### src/rtl/spram_ctrl_pkg.sv
// Shared types and helpers for the SPRAM sequencer and its power timer.
package spram_ctrl_pkg;

   // Width of the SPRAM word address before the half-select bit is appended.
   localparam int SPRAM_WORD_W = 13;

   typedef enum logic [1:0] {
      ACC_IDLE = 2'd0,
      ACC_LO   = 2'd1,
      ACC_HI   = 2'd2,
      ACC_TAIL = 2'd3
   } acc_state_t;

   typedef enum logic [1:0] {
      PWR_RUN   = 2'd0,
      PWR_STBY  = 2'd1,
      PWR_SLEEP = 2'd2,
      PWR_WAKE  = 2'd3
   } pwr_state_t;

   // Two byte enables become a four-bit nibble write mask.
   function automatic logic [3:0] mask_expand(input logic [1:0] be);
      return {be[1], be[1], be[0], be[0]};
   endfunction

endpackage

### src/rtl/spram_pwr_timer.sv
// Idle/wake timing and power-state FSM for one SPRAM macro.
//
// state     | meaning
// ----------+---------------------------------------------------------
// PWR_RUN   | RAM fully powered; idle_cnt counts idle cycles
// PWR_STBY  | STANDBY asserted; idle_cnt keeps counting towards sleep
// PWR_SLEEP | SLEEP and STANDBY asserted; waits for a request or !pwr_en
// PWR_WAKE  | SLEEP released; wake_cnt down-counts the settle time
module spram_pwr_timer
   import spram_ctrl_pkg::*;
#(
   parameter int STBY_IDLE  = 16,
   parameter int SLEEP_IDLE = 1024,
   parameter int WAKE_CYC   = 3,
   parameter int CNT_W      = 11
) (
   input  logic       clk,
   input  logic       reset,
   input  logic       busy,
   input  logic       req_valid,
   input  logic       pwr_en,
   output logic       awake,
   output logic       standby,
   output logic       sleep,
   output pwr_state_t state
);

   localparam logic [CNT_W-1:0] STBY_TC  = CNT_W'(STBY_IDLE - 1);
   localparam logic [CNT_W-1:0] SLEEP_TC = CNT_W'(SLEEP_IDLE - 1);
   localparam logic [CNT_W-1:0] WAKE_TC  = CNT_W'(WAKE_CYC - 1);

   pwr_state_t       state_nxt;
   logic [CNT_W-1:0] idle_cnt;
   logic [CNT_W-1:0] wake_cnt;
   logic             idle_tick;

   // A request on the threshold cycle suppresses the tick, so the request wins.
   assign idle_tick = !busy && !req_valid && pwr_en;

   // Power state register.
   always_ff @(posedge clk) begin
      if (reset) state <= PWR_RUN;
      else       state <= state_nxt;
   end

   // Power state transitions.
   always_comb begin
      state_nxt = state;
      unique case (state)
         PWR_RUN:   if (idle_tick && idle_cnt == STBY_TC) state_nxt = PWR_STBY;
         PWR_STBY:  if (req_valid || !pwr_en) state_nxt = PWR_RUN;
                    else if (idle_tick && idle_cnt == SLEEP_TC) state_nxt = PWR_SLEEP;
         PWR_SLEEP: if (req_valid || !pwr_en) state_nxt = PWR_WAKE;
         PWR_WAKE:  if (wake_cnt == '0) state_nxt = PWR_RUN;
         default:   state_nxt = PWR_RUN;
      endcase
   end

   // Idle up-counter (shared by both thresholds) and wake settle down-counter.
   always_ff @(posedge clk) begin
      if (reset) begin
         idle_cnt <= '0;
         wake_cnt <= '0;
      end else begin
         case (state)
            PWR_RUN, PWR_STBY: idle_cnt <= idle_tick ? idle_cnt + CNT_W'(1) : '0;
            PWR_SLEEP:         if (state_nxt == PWR_WAKE) idle_cnt <= '0;
            default:           idle_cnt <= '0;
         endcase
         if (state == PWR_SLEEP && state_nxt == PWR_WAKE) wake_cnt <= WAKE_TC;
         else if (state == PWR_WAKE && wake_cnt != '0)    wake_cnt <= wake_cnt - CNT_W'(1);
      end
   end

   // Macro power pins decoded from the state.
   always_comb begin
      awake   = (state == PWR_RUN);
      standby = (state == PWR_STBY) || (state == PWR_SLEEP);
      sleep   = (state == PWR_SLEEP);
   end

endmodule

### src/rtl/spram_ctrl.sv
// 32-bit request port to 16-bit SPRAM sequencer: two halfword beats per word.
//
// state    | meaning
// ---------+---------------------------------------------------------
// ACC_IDLE | no access; ready when the RAM is awake
// ACC_LO   | low halfword beat, address {word,0}
// ACC_HI   | high halfword beat, address {word,1}; low read half arrives
// ACC_TAIL | reads only: high read half arrives, RAM deselected
module spram_ctrl
   import spram_ctrl_pkg::*;
#(
   parameter int ADDR_W     = 13,
   parameter int STBY_IDLE  = 16,
   parameter int SLEEP_IDLE = 1024,
   parameter int WAKE_CYC   = 3,
   parameter int CNT_W      = 11
) (
   input  logic              clk,
   input  logic              reset,
   input  logic              pwr_en,
   input  logic              req_valid,
   output logic              req_ready,
   input  logic              req_we,
   input  logic [3:0]        req_be,
   input  logic [ADDR_W-1:0] req_addr,
   input  logic [31:0]       req_wdata,
   output logic              resp_valid,
   output logic [31:0]       resp_rdata,
   output logic              ram_cs,
   output logic              ram_we,
   output logic [13:0]       ram_addr,
   output logic [3:0]        ram_mask,
   output logic [15:0]       ram_din,
   input  logic [15:0]       ram_dout,
   output logic              ram_standby,
   output logic              ram_sleep,
   output logic [1:0]        pwr_state
);

   acc_state_t              state;
   acc_state_t              state_nxt;
   logic [ADDR_W-1:0]       addr_q;
   logic                    we_q;
   logic [3:0]              be_q;
   logic [31:0]             wdata_q;
   logic [31:0]             rdata_q;
   logic                    resp_q;
   logic [SPRAM_WORD_W-1:0] addr_ext;
   logic                    awake;
   logic                    accept;
   pwr_state_t              pwr_st;

   spram_pwr_timer #(
      .STBY_IDLE  (STBY_IDLE),
      .SLEEP_IDLE (SLEEP_IDLE),
      .WAKE_CYC   (WAKE_CYC),
      .CNT_W      (CNT_W)
   ) u_pwr_timer (
      .clk       (clk),
      .reset     (reset),
      .busy      (state != ACC_IDLE),
      .req_valid (req_valid),
      .pwr_en    (pwr_en),
      .awake     (awake),
      .standby   (ram_standby),
      .sleep     (ram_sleep),
      .state     (pwr_st)
   );

   // Ready is masked during reset so every output reads 0 while it is held.
   assign req_ready  = (state == ACC_IDLE) && awake && !reset;
   assign accept     = req_valid && req_ready;
   assign addr_ext   = SPRAM_WORD_W'(addr_q);
   assign resp_valid = resp_q;
   assign resp_rdata = rdata_q;
   assign pwr_state  = pwr_st;

   // Access state register.
   always_ff @(posedge clk) begin
      if (reset) state <= ACC_IDLE;
      else       state <= state_nxt;
   end

   // Access sequencing: writes skip TAIL since no read data is outstanding.
   always_comb begin
      state_nxt = state;
      case (state)
         ACC_IDLE: if (accept) state_nxt = ACC_LO;
         ACC_LO:   state_nxt = ACC_HI;
         ACC_HI:   state_nxt = we_q ? ACC_IDLE : ACC_TAIL;
         ACC_TAIL: state_nxt = ACC_IDLE;
         default:  state_nxt = ACC_IDLE;
      endcase
   end

   // Request capture, read-data merge and the one-cycle response pulse.
   always_ff @(posedge clk) begin
      if (reset) begin
         addr_q  <= '0;
         we_q    <= 1'b0;
         be_q    <= '0;
         wdata_q <= '0;
         rdata_q <= '0;
         resp_q  <= 1'b0;
      end else begin
         if (accept) begin
            addr_q  <= req_addr;
            we_q    <= req_we;
            be_q    <= req_be;
            wdata_q <= req_wdata;
         end
         if (state == ACC_HI && !we_q) rdata_q[15:0]  <= ram_dout;
         if (state == ACC_TAIL)        rdata_q[31:16] <= ram_dout;
         resp_q <= (state == ACC_HI && we_q) || (state == ACC_TAIL);
      end
   end

   // SPRAM pin drive; everything idles at 0 outside the two beats.
   always_comb begin
      ram_cs   = 1'b0;
      ram_we   = 1'b0;
      ram_addr = '0;
      ram_mask = '0;
      ram_din  = '0;
      case (state)
         ACC_LO: begin
            ram_cs   = 1'b1;
            ram_we   = we_q;
            ram_addr = {addr_ext, 1'b0};
            ram_din  = wdata_q[15:0];
            ram_mask = we_q ? mask_expand(be_q[1:0]) : 4'b0000;
         end
         ACC_HI: begin
            ram_cs   = 1'b1;
            ram_we   = we_q;
            ram_addr = {addr_ext, 1'b1};
            ram_din  = wdata_q[31:16];
            ram_mask = we_q ? mask_expand(be_q[3:2]) : 4'b0000;
         end
         default: ;
      endcase
   end

endmodule

### config.mk
export PLATFORM = sky130hd
export DESIGN_NAME = spram_ctrl
export DESIGN_NICKNAME = d
export VERILOG_FILES = /design/src/rtl/spram_ctrl_pkg.sv /design/src/rtl/spram_pwr_timer.sv /design/src/rtl/spram_ctrl.sv
export SDC_FILE = /design/constraint.sdc
export NUM_CORES = 1
export LEC_CHECK = 0
export ABC_CLOCK_PERIOD_IN_PS = 3100
export CORE_MARGIN = 2
export CORE_UTILIZATION = 47
export DETAILED_ROUTE_END_ITERATION = 12
export GPL_ROUTABILITY_DRIVEN = 0
export HOLD_SLACK_MARGIN = 0.03
export PLACE_DENSITY = 0.8
export SYNTH_ARGS = -nofsm -noshare
export SYNTH_HDL_FRONTEND = slang
export SYNTH_SLANG_ARGS = --single-unit
### constraint.sdc
create_clock -name clk -period 3.1 [get_ports clk]
set_input_delay 0.93 -clock clk [delete_from_list [all_inputs] [get_ports clk]]
set_output_delay 0.93 -clock clk [all_outputs]
set_load 0.01 [all_outputs]
Word-level counts from Yosys, hierarchy flattened --
Index checks and enable logic that the tools add are counted.
Cells by class: reduce and logical (&&, ||, !) cells 28, equal/unequal tests 11, $add $sub $neg 2, multiplexer cells 21
Operators with widths (count):
- 16-bit case mux with 2 select lines | 1
- 14-bit case mux with 2 select lines | 1
- 11-bit two-way mux | 2
- 11-bit case mux with 2 select lines | 1
- 2-bit two-way mux | 9
- 2-bit case mux with 4 select lines | 2
- 11-bit by 1-bit adder with 11-bit output, second input constant | 1
- 11-bit by 10-bit equality test with 1-bit output, second input constant | 1
- 11-bit by 4-bit equality test with 1-bit output, second input constant | 1
- 1-bit logical AND | 11
- 11-bit zero test | 1
- 11-bit nonzero test | 1
- 11-bit by 1-bit subtractor with 11-bit output, second input constant | 1
- 2-bit equality test, second input constant | 5
- 4-bit two-way mux | 2
- 4-bit case mux with 2 select lines | 1
- 2-bit OR reduction | 3
- 1-bit zero test | 5
- 2-bit by 1-bit equality test with 1-bit output, second input constant | 2
- 2-bit zero test | 2
- 2-bit nonzero test | 2
- 1-bit logical OR | 3
- 1-bit two-way mux | 2
- 2-bit by 1-bit != test with 1-bit output, second input constant | 1
- 2-bit != test, second input constant | 1
Storage, ports and cells: register bits after elaboration 109, output and inout port bits 74, input port bits 70

Logic depth before layout (Yosys ltp) --
depth in word-level cells 11, depth in mapped cells 9

Cells and area by module --
A second synthesis with hierarchy kept.
Second synthesis, totals: cell total of the unflattened synthesis 592, area total of the unflattened synthesis 4929.7 µm²
Modules (own cells, without submodules):
- spram_ctrl | sequential area each 1701.6 µm², times used 1, area an instance 3563.4 µm², cells an instance 428
- spram_pwr_timer | sequential area each 480.5 µm², times used 1, area an instance 1366.3 µm², cells an instance 164

Worst setup path after synthesis --
Ideal clock, no wire load.
path kind input -> register, from in req_valid, to reg u_pwr_timer.idle_cnt[6], arrival time 2.549 ns, setup slack 0.433 ns, cell stages on the path 7, cells stage by stage nand4bb_1 or4_4 a21boi_4 a32oi_4 buf_6 o22ai_1 a32o_1
On the way: word-level cells in the longest chain between the ends 9, elaborated cells on any way between the ends 15, those cells by class eq/ne: 2; mux: 7; reduce/logical: 6
Ends and longest elaborated chain:
- start: declaration | line spram_ctrl.sv:21 | input logic req_valid,
- 1-bit zero test | line spram_pwr_timer.sv:38 | assign idle_tick = !busy && !req_valid && pwr_en;
- 1-bit logical AND (2 in series) | line spram_pwr_timer.sv:38
- 1-bit logical AND | line spram_pwr_timer.sv:52 | else if (idle_tick && idle_cnt == SLEEP_TC) state_nxt = PWR_SLEEP;
- 2-bit two-way mux | line spram_pwr_timer.sv:52
- 2-bit two-way mux | line spram_pwr_timer.sv:51 | PWR_STBY: if (req_valid || !pwr_en) state_nxt = PWR_RUN;
- 2-bit case mux with 4 select lines | line spram_pwr_timer.sv:49 | unique case (state)
- 2-bit equality test | line spram_pwr_timer.sv:67 | PWR_SLEEP: if (state_nxt == PWR_WAKE) idle_cnt <= '0;
- 2-bit by 1-bit != test with 1-bit output (no source line)
- end signal: assignment | line spram_pwr_timer.sv:66 | PWR_RUN, PWR_STBY: idle_cnt <= idle_tick ? idle_cnt + CNT_W'(1) : '0;
- end: declaration | line spram_pwr_timer.sv:33 | logic [CNT_W-1:0] idle_cnt;
Parallel ways exist; a longest one is shown, timed or not. A chain may end at the register's enable or synchronous reset.

Worst setup path in the final report --
from reg state[1], to out ram_mask[2]
On the way: word-level cells in the longest chain between the ends 2, elaborated cells on any way between the ends 3, those cells by class eq/ne: 2; mux: 1
Ends and longest elaborated chain:
- start: declaration | line spram_ctrl.sv:40 | acc_state_t state;
- start signal: assignment | line spram_ctrl.sv:81 | else state <= state_nxt;
- 2-bit equality test / 2-bit by 1-bit equality test with 1-bit output (equally long branches) | line spram_ctrl.sv:125 | case (state)
- 4-bit case mux with 2 select lines (*) | line spram_ctrl.sv:125
- end: declaration | line spram_ctrl.sv:32 | output logic [3:0] ram_mask,
Mark *: on every way between the ends. The rest lies on a longest branch, timed or not.

==> flow_summary.json <==
{
  "syn_area_per_cell_sq_um": 8.31,
  "ys_seq_area_share_pct": 45.2,
  "relSlewSlack_pct": 29.1,
  "muxShareOfSynthArea_pct": 3.32,
  "synthXorXnorAreaFrac_pct": 1.63,
  "dp_worst_setup_slack_ns": -0.193,
  "status": "completed",
  "synth_compound_area_share_pct": 17.5,
  "hold_path.class": "flip-flop to flip-flop",
  "overflow": 0,
  "ys.flop_type": "dfxtp_1",
  "wl_per_cell_microns": 14.5,
  "synth_fa_ha_area_share_pct": 3.37,
  "synth_nets": 664,
  "clkPwrFrac_pct": 24.5,
  "synth_area_sq_um": 4830,
  "worstMarginPinSlew_ns": 1.06,
  "avgViaCountPerCell": 5.29,
  "clk_latency_ns": 0.36,
  "synthDistinctLibCells": 55,
  "clock_path_buffers": 2,
  "slew_viol_final": 0,
  "layout-drive-gt1-share_pct": 7.26,
  "synthTopCellsByCount": "nand2_1 (140), dfxtp_1 (109), a21oi_1 (73)",
  "firstDrtPassIters": 4,
  "cts_tree": "built",
  "die_h_microns": 105,
  "synthCells": 581,
  "fmax_mhz": 334,
  "synthArstFlopShare_pct": 0,
  "grt_pass1_wl_microns": 20200,
  "clkSlewWorstSetupHoldPaths_ns": 0.10,
  "row_count": 37,
  "grt_max_degree": 102,
  "yosysWarnings": 0,
  "combPwrFrac_pct": 27.9,
  "crit_required_ns": 2.17,
  "synth_top_family_by_area": "simple AND/OR/NAND/NOR gates",
  "tns_ns": 0,
  "whs_ns": 0.456,
  "die_area_sq_um": 11100,
  "via_count": 4505,
  "cts_max_level": 3,
  "synth.most_common_cell": "nand2_1",
  "antenna_found_initial": 0,
  "hold_viol_final": 0,
  "grt_pass1_vias": 4360,
  "cts_setup_buffers": 0,
  "grtUsageTotal_pct": 22.1,
  "min_period_over_period_pct": 96.5,
  "postRouteWirelength_microns": 12300,
  "portBuffers": 143,
  "yosys.area_share.simple_pct": 24.3,
  "synth_edf_count": 0,
  "synth_seq_cells": 109,
  "dpl.hpwl_microns": 8570,
  "remaining_drc_errors": 0,
  "ant_nets": 0,
  "worst_slack_ns": 0.110,
  "critical_path_class": "flip-flop to output port",
  "finClkSkew_ns": 0.00964,
  "ioPinCount": 144,
  "p_sw_share_pct": 31.6,
  "cp_data_arrival_time_ns": 2.06,
  "p_sw_mw": 1.05,
  "yosysTopAreaCell": "dfxtp_1",
  "internal-power_mw": 2.26,
  "syn_to_final_growth_pct": 36.7,
  "peakVddDrop_uv": 233,
  "synth_area_leaders": "dfxtp_1 (45%), nand2_1 (11%), a21oi_1 (7.6%)",
  "drtIter0Drc": 262,
  "coreArea_sq_um": 10100,
  "p_seq_share_pct": 47.7,
  "dieWidth_microns": 105,
  "n_antenna_cell": 0,
  "start_util_pct": 47.6,
  "final_cell_area_sq_um": 6600,
  "nets": 794,
  "start_kind": "flip-flop",
  "synth_top_cell_area_share_pct": 45.2,
  "root_buffer": "clkbuf_8",
  "maxCapViolations": 0,
  "dpl_cell_area_sq_um": 6370,
  "leakage_nw": 2.34,
  "fin_crit_ns": 2.99,
  "end_kind": "output port",
  "tritoncts.num_buffers": 9,
  "final_util_pct": 65.1,
  "finalSetupViolCount": 0,
  "cp_max_fo": 10,
  "cts.sinks": 109,
  "powerDensity_nw_per_um2": 501
}
## through the flow
stage	std cells	total power, mW
after detailed placement	836	2.50
after CTS	852	3.34
final	852	3.31
after global routing	852	3.50
after global placement	836	2.47
after floorplan	581	2.10
## state kept, by name, summed over array words and instances (netlist names)
signal                flops
addr_ext                 13
be_q                      4
resp_rdata               32
resp_valid                1
state                     2
u_pwr_timer.idle_cnt     11
u_pwr_timer.state         2
u_pwr_timer.wake_cnt     11
wdata_q                  32
we_q                      1
## cells by family after synthesis
logic type	after synthesis
compound gates	128
xor+xnor	9
fa+ha+maj	13
buf+inv	52
flops	109
mux	16
simple gates	254
## placed cells by master, fill, tap and decap left out, types with 2 or more instances in the layout
master / n
nand2_1: 140
clkdlybuf4s50_1: 139
dfxtp_1: 108
a21oi_1: 73
nor2_1: 36
a22oi_1: 18
nor2b_1: 18
buf_4: 17
mux2i_1: 16
and2_1: 15
ha_1: 10
inv_1: 9
o22ai_1: 9
a32o_1: 9
clkbuf_8: 9
and3_1: 7
nand3_1: 6
xor2_1: 6
nor3b_1: 6
nor3_1: 4
o21ai_0: 3
nand4b_1: 3
nor4_1: 3
xnor2_1: 3
dlymetal6s2s_1: 3
or2_2: 2
or4_4: 2
nand3b_1: 2
o41ai_1: 2
ha_2: 2
inv_8: 2
clkinv_4: 2
## worst max-delay path, cell delays in order (launching register included)
cell	delay (ns)
dfxtp_1	0.33
inv_1	0.12
ha_2	0.24
buf_4	0.19
a22oi_1	0.11
nor2_2	0.15
clkdlybuf4s50_1	0.56
## power groups by stage
stage                     Combinational [mW]  Sequential, mW  Clock (mW)
after floorplan                        0.491            1.61           0
after global placement                 0.867            1.60           0
after detailed placement               0.889            1.61           0
after CTS                              0.930            1.58       0.830
after global routing                    1.01            1.59       0.893
final                                  0.922            1.58       0.810
## routing by layer
layer / routed length, microns / global-route usage [%]
met3: 850 / 5.13
met5: 0 / 0
met1: 5310 / 27.6
met4: 318 / 10.3
met2: 5860 / 36.0
## timing repair
| item | 4_1_cts | 5_1_grt |
|---|---|---|
| hold buffers | 0 | 0 |
| gates cloned | 0 | 0 |
| hold endpoints to repair | 0 | 0 |
| endpoints found under the setup margin | 29 | 17 |
| resized for setup | 8 | 6 |
| pin swaps | 0 | 1 |
## path summary, 6_finish.rpt
| path | from | to | slack, ns | cells past startpoint |
|---|---|---|---|---|
| worst min-delay path | addr_ext[2] | addr_ext[2] | 0.46 | 2 |
| worst max register to register | u_pwr_timer.state[0] | u_pwr_timer.idle_cnt[7] | 0.39 | 9 |
| worst max-delay path | state[1] | ram_mask[2] | 0.11 | 6 |
| worst min register to register | addr_ext[2] | addr_ext[2] | 0.46 | 2 |
## final cells by class
type,instances,area [sq um]
Fill cell,867,3540
Clock buffer,10,128
Clock inverter,6,56.3
Sequential cell,109,2180
Tap cell,136,170
Inverter,11,41.3
Multi-Input combinational cell,420,2450
Timing Repair Buffer,160,1570
No activity file was read; power rests on OpenSTA's default activity.
